--- config.mk ---
export PLATFORM = sky130hd
export DESIGN_NAME = cook_sequencer
export DESIGN_NICKNAME = d
export VERILOG_FILES = /design/src/rtl/cook_sequencer.sv
export SDC_FILE = /design/constraint.sdc
export NUM_CORES = 1
export LEC_CHECK = 0
export CAP_MARGIN = 25
export CORE_MARGIN = 5
export CORE_UTILIZATION = 50
export DETAILED_ROUTE_END_ITERATION = 16
export PLACE_DENSITY_LB_ADDON = 0.08
export SETUP_SLACK_MARGIN = 0.15
export SKIP_CTS_REPAIR_TIMING = 1
export SLEW_MARGIN = 10
export SYNTH_ARGS = -nofsm -noshare
export SYNTH_HDL_FRONTEND = slang
export SYNTH_SLANG_ARGS = --single-unit
--- constraint.sdc ---
create_clock -name clock -period 2.8 [get_ports clock]
set_input_delay 0.84 -clock clock [delete_from_list [all_inputs] [get_ports clock]]
set_output_delay 0.84 -clock clock [all_outputs]
set_load 0.1 [all_outputs]
--- src/rtl/cook_sequencer.sv ---
// Cook-cycle controller for the microwave heating PWM generator: seconds countdown,
// pause/resume, cancel, door interlock and a timed completion beep.
module cook_sequencer #(
    parameter int TICK_CYCLES  = 50000000,
    parameter int BEEP_SECONDS = 3,
    parameter int TIME_BITS    = 12
) (
    input  logic                 clock,
    input  logic                 reset,
    input  logic                 start,
    input  logic                 pause,
    input  logic                 cancel,
    input  logic                 door_open,
    input  logic [TIME_BITS-1:0] time_in,
    input  logic [1:0]           level_in,
    output logic                 pwm_enable,
    output logic                 master_enable,
    output logic [1:0]           heating_level,
    output logic [TIME_BITS-1:0] seconds_left,
    output logic [1:0]           state,
    output logic                 beep
);

    typedef enum logic [1:0] {
        IDLE    = 2'b00,
        COOKING = 2'b01,
        PAUSED  = 2'b10,
        DONE    = 2'b11
    } state_t;

    localparam int PRE_W  = (TICK_CYCLES > 1) ? $clog2(TICK_CYCLES) : 1;
    localparam int BEEP_W = (BEEP_SECONDS > 0) ? $clog2(BEEP_SECONDS + 1) : 1;

    localparam logic [PRE_W-1:0]  PRE_LAST      = PRE_W'(TICK_CYCLES - 1);
    localparam logic [BEEP_W-1:0] BEEP_LAST     = BEEP_W'(BEEP_SECONDS - 1);
    localparam logic [1:0]        LEVEL_DEFAULT = 2'b10;

    state_t             cur_state;
    logic [PRE_W-1:0]   prescaler;
    logic [PRE_W-1:0]   prescaler_next;
    logic [BEEP_W-1:0]  beep_count;
    logic               tick;

    assign state          = cur_state;
    assign tick           = (prescaler == PRE_LAST);
    assign prescaler_next = tick ? '0 : prescaler + PRE_W'(1);

    always_ff @(posedge clock) begin
        // NOTE: these non-blocking defaults are overridden by any later assignment in
        // the same block, so every branch only states where the outputs go high.
        pwm_enable    <= 1'b0;
        master_enable <= 1'b0;
        beep          <= 1'b0;

        if (reset || cancel) begin
            cur_state     <= IDLE;
            seconds_left  <= '0;
            prescaler     <= '0;
            beep_count    <= '0;
            heating_level <= LEVEL_DEFAULT;
        end else begin
            unique case (cur_state)
                IDLE: begin
                    // A pending pause or an open door outranks start.
                    if (start && !pause && !door_open && (time_in != '0)) begin
                        cur_state     <= COOKING;
                        seconds_left  <= time_in;
                        heating_level <= level_in;
                        prescaler     <= '0;
                        pwm_enable    <= 1'b1;
                        master_enable <= 1'b1;
                    end
                end

                COOKING: begin
                    // The current cycle is cooking time, so the prescaler advances even
                    // when leaving for PAUSED; that keeps pause accounting exact.
                    prescaler <= prescaler_next;
                    if (tick && (seconds_left != '0)) begin
                        seconds_left <= seconds_left - TIME_BITS'(1);
                    end

                    // The final tick completes the cook even if a pause arrives with it.
                    if (tick && (seconds_left == TIME_BITS'(1))) begin
                        cur_state  <= DONE;
                        prescaler  <= '0;
                        beep_count <= '0;
                        beep       <= 1'b1;
                    end else if (door_open || pause) begin
                        cur_state <= PAUSED;
                    end else begin
                        pwm_enable    <= 1'b1;
                        master_enable <= 1'b1;
                    end
                end

                PAUSED: begin
                    if (start && !pause && !door_open) begin
                        cur_state     <= COOKING;
                        pwm_enable    <= 1'b1;
                        master_enable <= 1'b1;
                    end
                end

                DONE: begin
                    prescaler <= prescaler_next;
                    if (tick && (beep_count == BEEP_LAST)) begin
                        cur_state  <= IDLE;
                        beep_count <= '0;
                    end else begin
                        if (tick) begin
                            beep_count <= beep_count + BEEP_W'(1);
                        end
                        beep <= 1'b1;
                    end
                end

                default: begin
                    cur_state <= IDLE;
                end
            endcase
        end
    end

endmodule

==> impl_metrics.py <==
metrics = {
    "sta": {
        "relSlewSlack_pct": 59.1,
        "tightest_slew_ns": 0.612,
        "fin_worst_skew_ns": 0.00633,
        "setup_viol": 0,
        "layout_min_cycle_time_ns": 2.61,
        "slew_viol_final": 0,
        "fin_crit_sh_pct": 93.2,
        "clock.fmax_ghz": 0.383,
        "finalHoldViolCount": 0,
        "setup_tns_ns": 0,
        "rsz0062_at_grt": "yes",
    },
    "power_and_ir_drop": {
        "max-vdd-ir-drop_v": 0.000240,
        "powerDensity_nw_per_um2": 408,
        "p_int_mw": 1.03,
        "pwr-share-clk_pct": 37.6,
        "power_switching_mw": 0.343,
        "p_comb_share_pct": 13.9,
        "power_frac_seq_pct": 48.6,
        "p_total_mw": 1.37,
        "p_leak_nw": 1.20,
        "p_sw_share_pct": 25.0,
    },
    "detailed_routing": {
        "num_vias": 2611,
        "met1_length_mm": 3.33,
        "route.detailed.drc": 0,
        "dr_wl_met3_um": 482,
        "dr_wl_met2_mm": 3.09,
        "dr.first_iter.drc_count": 195,
        "top_layer_used": "met4",
        "drt-total-wl_mm": 7.02,
        "drtAntennaViolNets": 0,
        "wl_per_cell_um": 15.7,
        "drt-vias-per-instance": 5.85,
        "dr.pass1.iters": 5,
    },
    "logic_synthesis": {
        "ys_seq_elements": 46,
        "yosys_warnings": 0,
        "synth_cell_types": 57,
        "syn_inst": 316,
        "ys.flop_type": "dfxtp_1",
        "syn_area_per_cell_um2": 8.31,
        "async_flop_share_pct": 0,
        "synthesis.area_um2": 2630,
        "synth_edf_count": 0,
        "synth_fp_nets": 340,
        "yosysSeqAreaShare_pct": 35.0,
    },
    "min_path": {
        "hp-start": "heating_level[0]",
        "holdPathStages": 2,
        "hold_end": "heating_level[0]",
        "hold_path_class": "reg2reg",
    },
    "final_layout": {
        "fin_util_pct": 65.7,
        "final_area_um2": 3360,
        "layoutNonFillerInstCount": 446,
        "diodes": 0,
        "nets": 400,
        "drive_above_1_share_pct": 20.5,
        "syn2layout_area_growth_pct": 27.7,
    },
    "global_routing": {
        "overflow": 0,
        "first_global_vias": 2393,
        "antenna_found_initial": 0,
        "grt_pass1_wl_mm": 11.5,
        "grt_usage_pct": 21.7,
        "grt_max_degree": 25,
    },
    "worst_setup_path": {
        "slowest_delay_ns": 0.45,
        "worstSetupPathType": "in2reg",
        "crit_chain": "clkdlybuf4s50_1 > or3b_4 > a311oi_4 > buf_4 > o211ai_4 > or3_1 > a21oi_1",
        "worstPathArrival_ns": 2.84,
        "start_kind": "primary input",
        "rr_worst_depth": 5,
        "rrSetupSlack_ns": 0.56,
        "critical-path-slowest-cell": "clkdlybuf4s50_1",
        "crit_fanout": 11,
        "end_kind": "flip-flop",
        "r2r_end": "seconds_left[8]",
        "required_ns": 3.03,
        "r2r-start": "prescaler[19]",
    },
    "clocking": {
        "htree_num_levels": 2,
        "cts.sinks": 46,
        "clk_pin_slew_worst_paths_ns": 0.09,
        "clockRootBuffer": "clkbuf_8",
        "cts_buffers": 5,
        "cts_tree": "built",
        "clk_latency_ns": 0.30,
        "clk_path_buf_depth": 2,
    },
    "floorplanning": {
        "rows": 26,
        "dieHeight_um": 82.5,
        "ios": 39,
        "initial_core_util_pct": 51.4,
        "core_area_um2": 5110,
        "die_w_um": 82.5,
        "die_area_um2": 6800,
    },
    "outcome": {
        "status": "finished, final reports clean",
    },
    "place": {
        "dp.final_hpwl_mm": 5.15,
        "placed_cell_area_um2": 3230,
        "gp_congestion": 0.853,
        "dpl.cell_count": 439,
        "portBuffers": 38,
    },
    "run": {
        "max-cap-violations": 0,
    },
}
==> worst max-delay path: cells and delay by family <==
| kind | cells | cell delay (ns) |
|---|---|---|
| compound gates | 3 | 0.54 |
| buf+inv | 2 | 0.64 |
| simple gates | 2 | 0.82 |
==> placed cells by master, fill, tap and decap left out, types with 6 or more instances in the layout <==
| master | instances |
|---|---|
| buf_4 | 50 |
| dfxtp_1 | 46 |
| nor2_1 | 34 |
| nand2_1 | 26 |
| a21oi_1 | 22 |
| clkdlybuf4s50_1 | 19 |
| xor2_1 | 16 |
| nor3_1 | 15 |
| nand3_1 | 14 |
| o21ai_0 | 11 |
| o2111ai_1 | 9 |
| nand4_1 | 8 |
| or3_1 | 8 |
| inv_1 | 7 |
| xnor2_1 | 7 |
| clkbuf_8 | 6 |
==> through the flow <==
stage / setup WS, ns / hold WS, ns
final: 0.191 / 0.457
after global routing: 0.141 / 0.478
after CTS: 0.156 / 0.462
after detailed placement: -0.169 / 0.450
after global placement: -0.101 / 0.447
after floorplan: 0.263 / 0.458
==> final cells by class <==
class | instances | area (um2)
Fill cell | 475 | 1750
Multi-Input combinational cell | 245 | 1600
Sequential cell | 46 | 921
Timing Repair Buffer | 71 | 606
Tap cell | 70 | 87.6
Clock buffer | 6 | 82.6
Clock inverter | 1 | 30.0
Inverter | 7 | 26.3
==> layer usage <==
layer	up-vias	GRT usage, %
li1	1294	-
met1	1217	31.6
met2	90	32.4
met3	10	4.01
met4	0	6.54
met5	-	0
==> power by group through the flow <==
stage / sequential (mW) / combinational, mW / clock, mW
finish: 0.666 / 0.190 / 0.514
detailed placement: 0.681 / 0.189 / 0
global placement: 0.681 / 0.186 / 0
floorplan: 0.709 / 0.0771 / 0
CTS: 0.666 / 0.189 / 0.525
global route: 0.667 / 0.201 / 0.556
==> how the worst max path moves through the flow <==
stage,slack (ns),from,depth (start not counted),to
after floorplan,0.26,seconds_left[0],8,seconds_left[6]
after global routing,0.14,pause,7,prescaler[22]
after CTS,0.16,start,7,prescaler[22]
after detailed placement,-0.17,pause,7,prescaler[22]
after global placement,-0.10,pause,7,prescaler[20]
final,0.19,pause,7,prescaler[22]
==> logic make-up (layout without fill, tap and decap cells) <==
kind of cell / count (synthesis) / after routing / synth area share (%)
simple gates: 142 / 142 / 29.8
fa+ha+maj: 4 / 4 / 1.90
compound gates: 76 / 76 / 21.3
buf+inv: 25 / 85 / 4.29
xor+xnor: 23 / 23 / 7.67
flops: 46 / 46 / 35.0
==> flip-flops by register name, indices dropped and copies added, names as in the netlist <==
name,flops
prescaler,26
seconds_left,12
beep_count,2
heating_level,2
state,2
beep,1
master_enable,1
==> synth_stat cells (8+ instances only) <==
library cell	count	area [um2]
nor2_1	34	128
nand2_1	26	97.6
clkbuf_1	9	33.8
o2111ai_1	9	78.8
nor3_1	15	75.1
xor2_1	16	140
or3_1	8	50.1
a21oi_1	22	110
o21ai_0	11	55.1
nand4_1	8	50.1
dfxtp_1	46	921
nand3_1	14	70.1
(Power assumes the default switching activity.)
